## src/rtl/vitdec_pkg.sv

```systemverilog
// Shared constants and helpers for the K=3, rate-1/2 hard-decision Viterbi decoder.
package vitdec_pkg;

    localparam int K       = 3;
    localparam int NSTATES = 4;

    localparam logic [K-1:0] G1 = 3'b101;
    localparam logic [K-1:0] G0 = 3'b111;

    // Expected code symbol {z1, z0} for input bit x with register contents {p1, p2}.
    function automatic logic [1:0] exp_symbol(input logic x, input logic p1, input logic p2);
        logic [K-1:0] taps;
        taps = {x, p1, p2};
        return {^(taps & G1), ^(taps & G0)};
    endfunction

    function automatic logic [1:0] hamming2(input logic [1:0] a, input logic [1:0] b);
        logic [1:0] d;
        d = a ^ b;
        return {d[1] & d[0], d[1] ^ d[0]};
    endfunction

endpackage

```

## src/rtl/vitdec_acs.sv

```systemverilog
// Add-compare-select for one trellis state; sums are widened by two bits for normalisation.
module vitdec_acs #(
    parameter int PM_W = 4
) (
    input  logic [PM_W-1:0] pm0_i,
    input  logic [PM_W-1:0] pm1_i,
    input  logic [1:0]      bm0_i,
    input  logic [1:0]      bm1_i,
    output logic [PM_W+1:0] sum_o,
    output logic            dec_o
);

    logic [PM_W+1:0] cand0;
    logic [PM_W+1:0] cand1;

    assign cand0 = {2'b00, pm0_i} + {{PM_W{1'b0}}, bm0_i};
    assign cand1 = {2'b00, pm1_i} + {{PM_W{1'b0}}, bm1_i};

    // Strict compare so a tie keeps the predecessor whose oldest bit is 0.
    assign dec_o = (cand1 < cand0);
    assign sum_o = dec_o ? cand1 : cand0;

endmodule

```

## src/rtl/viterbi_dec.sv

```systemverilog
// Four-state register-exchange Viterbi decoder with decision depth TB_DEPTH.
// Optional tail drain on the flush input is built when VITDEC_FLUSH_EN is defined.
module viterbi_dec
    import vitdec_pkg::*;
#(
    parameter int TB_DEPTH = 16,
    parameter int PM_W     = 4
) (
    input  logic       clk,
    input  logic       rst_n,
    input  logic       start,
    input  logic       in_valid,
    input  logic [1:0] z_in,
`ifdef VITDEC_FLUSH_EN
    input  logic       flush,
`endif
    output logic       out_valid,
    output logic       x_out
);

    localparam int                CNT_W   = $clog2(TB_DEPTH + 1);
    localparam logic [CNT_W-1:0]  DEPTH_C = CNT_W'(TB_DEPTH);
    localparam logic [PM_W-1:0]   PM_MAX  = '1;
    localparam logic [PM_W-1:0]   PM_HALF = {1'b1, {(PM_W-1){1'b0}}};

    typedef logic [PM_W-1:0]     pm_t;
    typedef logic [TB_DEPTH-1:0] surv_t;

    function automatic pm_t pm_init(input int s);
        return (s == 0) ? '0 : PM_HALF;
    endfunction

    pm_t   pm_q     [NSTATES];
    pm_t   pm_d     [NSTATES];
    pm_t   pm_cur   [NSTATES];
    pm_t   pm_upd   [NSTATES];
    surv_t surv_q   [NSTATES];
    surv_t surv_d   [NSTATES];
    surv_t surv_cur [NSTATES];
    surv_t surv_upd [NSTATES];

    logic [CNT_W-1:0] cnt_q;
    logic [CNT_W-1:0] cnt_d;
    logic [CNT_W-1:0] cnt_cur;
    logic             out_valid_q;
    logic             out_valid_d;
    logic             x_out_q;
    logic             x_out_d;

    logic [PM_W+1:0]  sum [NSTATES];
    logic             dec [NSTATES];
    logic [PM_W+1:0]  sum_min;
    logic [1:0]       best;
    logic             best_bit;

`ifdef VITDEC_FLUSH_EN
    logic [CNT_W-1:0] drain_q;
    logic [CNT_W-1:0] drain_d;
    logic [CNT_W-1:0] drain_cur;

    assign drain_cur = start ? '0 : drain_q;
`endif

    // A start pulse replaces the stored state so a same-cycle symbol sees the initial metrics.
    always_comb begin
        for (int s = 0; s < NSTATES; s++) begin
            pm_cur[s]   = start ? pm_init(s) : pm_q[s];
            surv_cur[s] = start ? '0 : surv_q[s];
        end
        cnt_cur = start ? '0 : cnt_q;
    end

    // State ns = {b1, b0} is reached from {b0, 0} and {b0, 1} with hypothesised bit b1.
    for (genvar ns = 0; ns < NSTATES; ns++) begin : g_acs
        localparam int   P0 = (ns % 2) * 2;
        localparam int   P1 = P0 + 1;
        localparam logic X  = 1'(ns / 2);
        localparam logic B0 = 1'(ns % 2);

        logic [1:0] bm0;
        logic [1:0] bm1;

        assign bm0 = hamming2(z_in, exp_symbol(X, B0, 1'b0));
        assign bm1 = hamming2(z_in, exp_symbol(X, B0, 1'b1));

        vitdec_acs #(.PM_W(PM_W)) u_acs (
            .pm0_i (pm_cur[P0]),
            .pm1_i (pm_cur[P1]),
            .bm0_i (bm0),
            .bm1_i (bm1),
            .sum_o (sum[ns]),
            .dec_o (dec[ns])
        );
    end

    always_comb begin
        logic [PM_W+1:0] diff;
        logic [1:0]      pred;

        // NOTE: every variable driven here gets a value on every path, otherwise a latch is inferred.
        diff    = '0;
        pred    = '0;
        sum_min = sum[0];
        for (int s = 1; s < NSTATES; s++) begin
            if (sum[s] < sum_min) sum_min = sum[s];
        end

        for (int s = 0; s < NSTATES; s++) begin
            diff        = sum[s] - sum_min;
            pm_upd[s]   = (diff > {2'b00, PM_MAX}) ? PM_MAX : diff[PM_W-1:0];
            pred        = {s[0], dec[s]};
            surv_upd[s] = {surv_cur[pred][TB_DEPTH-2:0], s[1]};
        end

        // Decision uses the metrics before this symbol's update; ties go to the lowest state.
        best = '0;
        for (int s = 1; s < NSTATES; s++) begin
            if (pm_cur[s] < pm_cur[best]) best = 2'(s);
        end
        best_bit = surv_cur[best][TB_DEPTH-1];
    end

    always_comb begin
        pm_d        = pm_cur;
        surv_d      = surv_cur;
        cnt_d       = cnt_cur;
        out_valid_d = 1'b0;
        x_out_d     = x_out_q;
`ifdef VITDEC_FLUSH_EN
        drain_d     = drain_cur;
`endif
        if (in_valid) begin
            pm_d        = pm_upd;
            surv_d      = surv_upd;
            out_valid_d = (cnt_cur == DEPTH_C);
            if (cnt_cur != DEPTH_C) cnt_d = cnt_cur + CNT_W'(1);
            if (cnt_cur == DEPTH_C) x_out_d = best_bit;
        end
`ifdef VITDEC_FLUSH_EN
        else if (flush && (drain_cur < cnt_cur)) begin
            for (int s = 0; s < NSTATES; s++) begin
                surv_d[s] = {surv_cur[s][TB_DEPTH-2:0], 1'b0};
            end
            drain_d     = drain_cur + CNT_W'(1);
            out_valid_d = 1'b1;
            x_out_d     = best_bit;
        end
`endif
    end

    // NOTE: survivors live in flops rather than RAM, so they take their init value on reset too.
    always_ff @(posedge clk or negedge rst_n) begin
        if (!rst_n) begin
            for (int s = 0; s < NSTATES; s++) begin
                pm_q[s]   <= pm_init(s);
                surv_q[s] <= '0;
            end
            cnt_q       <= '0;
            out_valid_q <= 1'b0;
            x_out_q     <= 1'b0;
`ifdef VITDEC_FLUSH_EN
            drain_q     <= '0;
`endif
        end else begin
            // NOTE: non-blocking assignments so every flop samples the pre-edge values.
            pm_q        <= pm_d;
            surv_q      <= surv_d;
            cnt_q       <= cnt_d;
            out_valid_q <= out_valid_d;
            x_out_q     <= x_out_d;
`ifdef VITDEC_FLUSH_EN
            drain_q     <= drain_d;
`endif
        end
    end

    assign out_valid = out_valid_q;
    assign x_out     = x_out_q;

endmodule

```

## config.mk

```make
export PLATFORM = sky130hd
export DESIGN_NAME = viterbi_dec
export DESIGN_NICKNAME = d
export VERILOG_FILES = /design/src/rtl/vitdec_pkg.sv /design/src/rtl/vitdec_acs.sv /design/src/rtl/viterbi_dec.sv
export SDC_FILE = /design/constraint.sdc
export NUM_CORES = 1
export LEC_CHECK = 0
export ABC_AREA = 1
export CAP_MARGIN = 10
export CORE_ASPECT_RATIO = 0.8
export CORE_MARGIN = 2
export CORE_UTILIZATION = 30
export DETAILED_ROUTE_END_ITERATION = 10
export PLACE_DENSITY_LB_ADDON = 0.1
export SLEW_MARGIN = 20
export SYNTH_ARGS = -nofsm -noshare
export SYNTH_HDL_FRONTEND = slang
export SYNTH_HIERARCHICAL = 1
export SYNTH_SLANG_ARGS = --single-unit
```

## constraint.sdc

```tcl
create_clock -name clk -period 6.28 [get_ports clk]
set_clock_uncertainty 0.2 [all_clocks]
set_input_delay 1.884 -clock clk [delete_from_list [all_inputs] [get_ports clk]]
set_output_delay 1.884 -clock clk [all_outputs]
set_load 0.1 [all_outputs]
```

==> results.md, run 1 <==
* DR iter-0 viols at 476
* Die Area at 28200 um^2
* First-pass GRT wire length at 40800 um
* CTS max path bufs at 2
* Final hold slack at 282 ps
* RSZ-0062 raised after global routing: yes
* Clock Latency Late Sink at 350 ps
* Hpwl dp at 18300 um
* Commonest non-fill, non-tap cell in the layout: nand2_1
* CTS tree: done
* Rows at 53
* Vias in the first global route at 7825
* Post-CTS Hold Buffers at 0
* Largest net degree at the start of global routing at 86
* Area of the multi-input gates at 6000 um^2
* # diodes at 0
* Worst Tran Pin Value at 974 ps
* R2r setup slk at 20 ps
* Final Critical Period at 7660 ps
* Yosys warnings at 6
* Fraction of layout cells with a size suffix above 1 at 36.5%
* Crit Reg-Reg Startpoint: pm_q[12]
* Routed vias/inst at 4.74
* Status: complete, but fails checks
* Fin worst setup slack at -1380 ps
* Final setup viols at 16
* CTS H-tree lvls at 3
* Max_slew headroom at 34.8%
* Synth Area per Inst at 6.91 um^2
* CP startpoint: z_in[1]
* Syn nets at 1249
* Flops & latches, synth at 87
* DR pass1 iterations at 5
* Root Driver: clkbuf_16
* Sum Neg Setup Slack at -21110 ps
* Mapped Cells at 1166
* RePlAce Congestion at 0.855
* CP Class: input pin to register
* Post-route ant nets at 0
* HP Class: register to register
* Max Slew Vio Count at 0
* Register area share after synthesis at 27.1%
* Startpoint types: input pin
* GR Overflow Total at 0
* Fmax at 130 MHz
* Worst reg2reg endpoint: pm_q[14]
* Register area at 2180 um^2
* # IOs at 8
* Crit end category: register
* Reg2Reg Depth at 45
* Most frequent cells in the layout: 260 x nand2_1, 241 x buf_4, 126 x inv_1, 84 x dfrtp_1, 83 x nand3_1
* Via count at 8279
* Data required, critical path at 6320 ps
* Port bufs at 7
* Cts bufs inserted at 9
* WHS Path Cells at 2
* Dominant synthesized flop cell: dfrtp_1
* Max FO, Critical Path at 8
* Fin crit share at 122%
* Failing checks: setup timing
* DRC viols at 0
* Placed cell areas at 10100 um^2
* CTS sink cnt at 87
* Nets at 1468
* CP Data Arrival Time at 7700 ps
* Area growth syn-to-layout at 42.9%
* EDFF count, synth at 0
* Core Region at 26300 um^2
* Synth cell types at 42
* Max-cap violations at 0
* WHS Endpoint: surv_q[16]
* Asr flop ratio synth at 100%
* Initial antenna violation count at 0
* Final instance area at 11500 um^2
* Crit-path max cell delay at 370 ps
* Hold Crit Start: surv_q[16]
* Worst path most repeated cell: nand2_2
* Total track usage at 18.0%
* DRT Wirelength at 24800 um
* Die W at 187 um
* Pre-CTS setup slack at -2420 ps
* FILL cells at 2688
* Mapped Area at 8060 um^2
* WL/cell at 14.2 um
* Worst path slowest cell: fa_2
* Clk slew on worst S/H paths at 70 ps
* Die Ht at 151 um
* Final Hold Fails at 0
* Starting Density at 30.6%
## worst max-delay path, delay by kind of cell
family / cells / cell delay [ps]
adder cells (fa/ha/maj): 9 / 1960
buffers and inverters: 12 / 960
AO/OA/AOI/OAI: 5 / 920
AND/OR/NAND/NOR: 19 / 1600
XOR/XNOR: 2 / 320
## cells by family after synthesis
group	count (synthesis)	synth area share, %
DFF	87	27.1
adders and majority gates	77	12.7
other	4	0.186
buffers and inverters	197	9.45
xor gates and xnor gates	17	1.85
AOI/OAI and AO/OA	223	16.5
and+or+nand+nor	561	32.3
## cells in the mapped netlist, drive strengths merged, types with 7 or more instances
library cell	count	area (um^2)
a21oi	84	499
a31oi	55	344
a32o	7	70.1
buf	12	67.6
clkbuf	36	135
dfrtp	84	2100
fa	8	160
ha	69	863
inv	149	559
nand2	335	1370
nand3	127	741
nor2	78	338
o21ai	70	362
or2	7	43.8
xor2	16	140
## sequential cells by signal, summed over array words and instances (netlist names)
name / flops
x_out: 1
pm_q: 16
out_valid: 1
cnt_q: 5
surv_q: 64
## layer usage
metal  routed length (um)  part of all wire [%]  track usage (%)
met3                  609                   2.5             2.07
met1                13300                    54             27.4
met5                    0                     0                0
met4                  157                  0.63             2.54
met2                10700                    43             27.8
## stage by stage
stage               util (%)  cells
floorplan                  -   1166
global placement        38.5   1689
detailed placement      38.5   1689
CTS                     42.4   1732
global route            43.8   1747
finish                  43.8   1747
## what timing repair did
item / CTS / global route
setup buffers: 29 / 15
resized for setup: 133 / 52
pin swaps: 71 / 51
endpoints found under the setup margin: 16 / 16
## area by class of cell
| class | count | area share, % |
|---|---|---|
| clock buffer | 9 | 1.96 |
| clock inverter | 7 | 0.771 |
| inverter | 149 | 5.01 |
| multi-input combinational | 882 | 52.1 |
| sequential | 87 | 18.9 |
| tap | 357 | 3.88 |
| timing repair buffer | 256 | 17.4 |
## worst max-delay path by stage
stage / slack (ps) / cells after the start / end
floorplan: -1610 / 53 / pm_q[6]
finish: -1380 / 47 / pm_q[14]
detailed placement: -2420 / 46 / pm_q[3]
global placement: -2350 / 45 / pm_q[6]
CTS: -1230 / 48 / pm_q[1]
global route: -1720 / 47 / pm_q[14]
Power of run 1 is left out: the tool's default activity adds up to more than one toggle a clock period on the data nets, which glitch-free logic cannot reach.
==> run 2: changes to the inputs <==
--- a/config.mk
+++ b/config.mk
@@ -8,10 +8,12 @@
 export ABC_AREA = 1
 export CAP_MARGIN = 10
 export CORE_ASPECT_RATIO = 0.8
-export CORE_MARGIN = 2
+export CORE_MARGIN = 1.5
 export CORE_UTILIZATION = 30
 export DETAILED_ROUTE_END_ITERATION = 10
 export PLACE_DENSITY_LB_ADDON = 0.1
+export RECOVER_POWER = 100
+export SKIP_CTS_REPAIR_TIMING = 1
 export SLEW_MARGIN = 20
 export SYNTH_ARGS = -nofsm -noshare
 export SYNTH_HDL_FRONTEND = slang
==> run 2 against run 1 <==
The flow finishes with violations (capacitance limit, slew limit, setup timing). Cell count is 1.6% lower. Sequential share of layout area rose by 0.54 points. Critical path depth decreased by 5. Non-clock buffer count down 28. Worst hold slack improved by 2.2 ps. Worst setup slack worse by 15 ps. Global-route usage shrank 0.32 points. Utilization down 1.2 points. Maximum frequency shrank 0.19%. Via count fell by 3.9%. First-iteration DRC count decreased by 2.1%.
==> results.md, run 2 (synthesized netlist as in run 1, its figures left out) <==
* CTS tree: done
* Cts bufs inserted at 9 (unchanged)
* CP Class: input pin to register
* # diodes at 0 (unchanged)
* Fraction of layout cells with a size suffix above 1 at 35.5% (-1.0 points)
* R2r setup slk at 60 ps (+40 ps)
* FILL cells at 2783 (+3.5%)
* Rows at 53 (unchanged)
* Max_slew headroom at -105% (-140 points)
* DRT Wirelength at 24100 um (-2.7%)
* Largest net degree at the start of global routing at 86 (unchanged)
* DR iter-0 viols at 466 (-2.1%)
* Crit end category: register
* Data required, critical path at 6320 ps (about the same)
* HP Class: register to register
* Clk slew on worst S/H paths at 80 ps (about the same)
* Failing checks: capacitance limit, slew limit, setup timing
* GR Overflow Total at 0 (unchanged)
* Post-route ant nets at 0 (unchanged)
* Hpwl dp at 18000 um (-1.8%)
* Starting Density at 30.6% (unchanged)
* Max Slew Vio Count at 109 (+109)
* Reg2Reg Depth at 40 (-11%)
* Crit-path max cell delay at 380 ps (about the same)
* Die Ht at 150 um (-0.66%)
* Max FFs per register at 64 (unchanged)
* Worst reg2reg endpoint: pm_q[6]
* WL/cell at 14.0 um (-1.1%)
* Final instance area at 11200 um^2 (-2.8%)
* Status: complete, but fails checks
* Fin worst setup slack at -1400 ps (-14.7 ps)
* Area growth syn-to-layout at 38.9%
* Core Region at 26300 um^2 (unchanged)
* Final core utilization at 42.5% (-1.2 points)
* Startpoint types: input pin
* Fin crit share at 122% (+0.23 points)
* Max-cap violations at 2 (+2)
* Initial antenna violation count at 0 (unchanged)
* First-pass GRT wire length at 38800 um (-5.0%)
* # IOs at 8 (unchanged)
* WHS Endpoint: surv_q[16]
* Max FO, Critical Path at 8 (unchanged)
* CP Data Arrival Time at 7720 ps (+20 ps)
* RePlAce Congestion at 0.862 (+0.82%)
* RSZ-0062 raised after global routing: yes
* Via count at 7958 (-3.9%)
* Crit Reg-Reg Startpoint: pm_q[8]
* Most frequent cells in the layout: 259 x nand2_1, 212 x buf_4, 123 x inv_1, 84 x nand3_1, 84 x dfrtp_1
* Final Critical Period at 7680 ps (+14.7 ps)
* Worst Tran Pin Value at 3080 ps (+2110 ps)
* DR pass1 iterations at 4 (-1)
* Clock Latency Late Sink at 350 ps (about the same)
* Nets at 1440 (-1.9%)
* Final setup viols at 16 (unchanged)
* Root Driver: clkbuf_16
* Top Registers: surv_q x64, pm_q x16, cnt_q x5
* Fmax at 130 MHz (-0.19%)
* CTS H-tree lvls at 3 (unchanged)
* CTS max path bufs at 2 (unchanged)
* Register name with the most flops: surv_q
* Die W at 186 um (-0.53%)
* CTS sink cnt at 87 (unchanged)
* Vias in the first global route at 7287 (-6.9%)
* Final Hold Fails at 0 (unchanged)
* DRC viols at 0 (unchanged)
* Placed cell areas at 10200 um^2 (+0.30%)
* Commonest non-fill, non-tap cell in the layout: nand2_1
* Sum Neg Setup Slack at -21530 ps (-423 ps)
* WHS Path Cells at 2 (unchanged)
* Routed vias/inst at 4.63 (-2.3%)
* Total track usage at 17.7% (-0.32 points)
* Port bufs at 7 (unchanged)
* Die Area at 27900 um^2 (-1.2%)
* Hold Crit Start: surv_q[16]
* Worst path slowest cell: fa_2
==> run 2: cell count changes in the layout (fill, tap and decap cells not counted), moves of 3 or more <==
cell	delta
ha_1	-3
inv_1	-3
ha_2	+4
nor2_2	+3
nand2_2	+4
clkbuf_1	+3
buf_4	-29
==> run 2: area by class of cell <==
class / instances / area (um^2) / share of cell area [%]
Clock buffer: 9 / 225 / 2.01
Timing Repair Buffer: 228 / 1740 / 15.5
Sequential cell: 87 / 2180 / 19.5
Clock inverter: 7 / 73.8 / 0.659
Multi-Input combinational cell: 882 / 5950 / 53.2
Inverter: 149 / 582 / 5.20
Tap cell: 357 / 447 / 3.99
==> run 2: layer usage <==
metal,up-vias,global-route usage [%],share of wire [%]
met5,-,0,0
met4,0,3.19,1.0
li1,4235,-,-
met1,3636,27.7,55
met3,15,2.19,2.2
met2,72,25.9,42
==> run 2: worst max path at each step <==
stage,startpoint,to,cells past startpoint
6_report,z_in[0],pm_q[6],42
5_1_grt,z_in[0],pm_q[6],49
4_1_cts,start,pm_q[7],44
3_5_place_dp,start,pm_q[7],44
3_3_place_gp,start,pm_q[7],45
2_1_floorplan,start,pm_q[6],53
==> run 2: worst max-delay path: cells and delay by family <==
family	cells	cell delay (ps)
buffers and inverters	7	610
AND/OR/NAND/NOR	22	2280
AO/OA/AOI/OAI	5	900
adder cells (fa/ha/maj)	7	1810
XOR/XNOR	1	200
==> run 2: stage by stage <==
stage / setup slack (ps) / hold slack [ps] / cells
after floorplan: -1610 / 244 / 1166
after global placement: -2370 / 263 / 1693
after detailed placement: -2420 / 271 / 1693
after CTS: -2080 / 292 / 1709
after global routing: -1710 / 302 / 1719
final: -1400 / 284 / 1719
Power of run 2 is left out for the same reason.
==> run 3: changes to the inputs <==
--- a/config.mk
+++ b/config.mk
@@ -13,6 +13,7 @@
 export DETAILED_ROUTE_END_ITERATION = 10
 export PLACE_DENSITY_LB_ADDON = 0.1
 export RECOVER_POWER = 100
+export REMOVE_ABC_BUFFERS = 1
 export SKIP_CTS_REPAIR_TIMING = 1
 export SLEW_MARGIN = 20
 export SYNTH_ARGS = -nofsm -noshare
==> run 3 against run 2 <==
The run still ends with capacitance limit, slew limit, setup timing left. Maximum frequency down 1.2%. Critical path depth is 7 higher. Die area did not move. Cell count grew 1.6%. Wire length grew 5.5%. Non-clock buffer count up 26. Via count is 3.2% higher. Design area is 2.0% higher. Worst setup slack worse by 93 ps. Sequential share of layout area decreased by 0.39 points. Critical path type unchanged.
==> results.md, run 3 (synthesized netlist as in run 1, its figures left out) <==
* Port bufs at 7 (unchanged)
* DRT Wirelength at 25500 um (+5.5%)
* Initial antenna violation count at 0 (unchanged)
* DR iter-0 viols at 536 (+15%)
* Via count at 8211 (+3.2%)
* CP Data Arrival Time at 7810 ps (+90 ps)
* RePlAce Congestion at 0.821 (-4.7%)
* Crit end category: register
* Most frequent cells in the layout: 260 x nand2_1, 235 x buf_4, 121 x inv_1, 84 x nand3_1, 84 x dfrtp_1
* CTS sink cnt at 87 (unchanged)
* WHS Path Cells at 2 (unchanged)
* # IOs at 8 (unchanged)
* WHS Endpoint: surv_q[16]
* CP Class: input pin to register
* GR Overflow Total at 0 (unchanged)
* CTS max path bufs at 2 (unchanged)
* Startpoint types: input pin
* Post-route ant nets at 0 (unchanged)
* Total track usage at 18.5% (+0.74 points)
* Max FFs per register at 64 (unchanged)
* Cts bufs inserted at 9 (unchanged)
* Die Area at 27900 um^2 (unchanged)
* DR pass1 iterations at 4 (unchanged)
* RSZ-0062 raised after global routing: yes
* Worst Tran Pin Value at 3490 ps (+408 ps)
* Worst reg2reg endpoint: pm_q[12]
* WL/cell at 14.6 um (+3.9%)
* Fin crit share at 124% (+1.5 points)
* Failing checks: capacitance limit, slew limit, setup timing
* Routed vias/inst at 4.70 (+1.6%)
* Fin worst setup slack at -1490 ps (-93.0 ps)
* Final setup viols at 16 (unchanged)
* Data required, critical path at 6320 ps (about the same)
* R2r setup slk at -120 ps (-180 ps)
* Crit-path max cell delay at 390 ps (about the same)
* Crit Reg-Reg Startpoint: pm_q[8]
* Nets at 1467 (+1.9%)
* Die Ht at 150 um (unchanged)
* Commonest non-fill, non-tap cell in the layout: nand2_1
* Final Critical Period at 7770 ps (+93.0 ps)
* Worst path most repeated cell: nand2_2
* HP Class: register to register
* Worst path slowest cell: fa_2
* Max Slew Vio Count at 149 (+37%)
* Die W at 186 um (unchanged)
* Hpwl dp at 18900 um (+5.3%)
* Final hold slack at 292 ps (+7.70 ps)
* Largest net degree at the start of global routing at 90 (+4.7%)
* CTS H-tree lvls at 3 (unchanged)
* Top Registers: surv_q x64, pm_q x16, cnt_q x5
* Starting Density at 30.6% (unchanged)
* # diodes at 0 (unchanged)
* CTS tree: done
* Max FO, Critical Path at 6 (-2)
* First-pass GRT wire length at 40100 um (+3.4%)
* Hold Crit Start: surv_q[16]
* Pre-CTS setup slack at -2960 ps (-541 ps)
* Vias in the first global route at 7524 (+3.3%)
* Clk slew on worst S/H paths at 70 ps (about the same)
* Sum Neg Setup Slack at -22900 ps (-1370 ps)
* Status: complete, but fails checks
* Rows at 53 (unchanged)
* DRC viols at 0 (unchanged)
* Max_slew headroom at -133% (-27 points)
* Root Driver: clkbuf_16
* Fraction of layout cells with a size suffix above 1 at 36.4% (+0.97 points)
* Clock Latency Late Sink at 350 ps (about the same)
* Area growth syn-to-layout at 41.8%
* Core Region at 26300 um^2 (unchanged)
* Fmax at 129 MHz (-1.2%)
* Max-cap violations at 2 (unchanged)
* Reg2Reg Depth at 47 (+18%)
* Register name with the most flops: surv_q
* Final Hold Fails at 0 (unchanged)
==> run 3: layout make-up <==
cell class / instances / area [um^2]
timing repair buffer: 254 / 1940
multi-input combinational: 883 / 5980
tap: 357 / 447
inverter: 149 / 574
clock inverter: 6 / 67.6
clock buffer: 10 / 239
fill: 2729 / 14900
sequential: 87 / 2180
==> run 3: worst max-delay path by stage <==
stage	slack (ps)	end	startpoint	depth (start not counted)
6_report	-1490	pm_q[12]	z_in[1]	49
5_1_grt	-1860	pm_q[5]	z_in[1]	52
4_1_cts	-2600	pm_q[12]	z_in[0]	46
3_5_place_dp	-2960	pm_q[12]	z_in[0]	46
3_3_place_gp	-2870	pm_q[12]	z_in[0]	46
2_1_floorplan	-3600	pm_q[6]	start	49
==> run 3: through the flow <==
step / area [um^2] / instances / utilization, %
after CTS: 10500 / 1734 / 39.7
after global routing: 11400 / 1746 / 43.4
final: 11400 / 1746 / 43.4
after global placement: 10200 / 1718 / 38.6
after detailed placement: 10200 / 1718 / 38.6
after floorplan: 7860 / 1118 / -
==> run 3: critical path, delay by kind of cell <==
kind / cells / cell delay (ps)
XOR/XNOR: 1 / 200
AND/OR/NAND/NOR: 28 / 2420
adder cells (fa/ha/maj): 6 / 1540
buffers and inverters: 11 / 1180
AO/OA/AOI/OAI: 3 / 570
==> run 3: layer usage <==
layer | part of all wire, % | track usage (%)
met1 | 56 | 29.6
met3 | 2.7 | 2.56
met2 | 41 | 26.0
met5 | 0 | 0
met4 | 0.72 | 2.86
Power of run 3 is left out for the same reason.
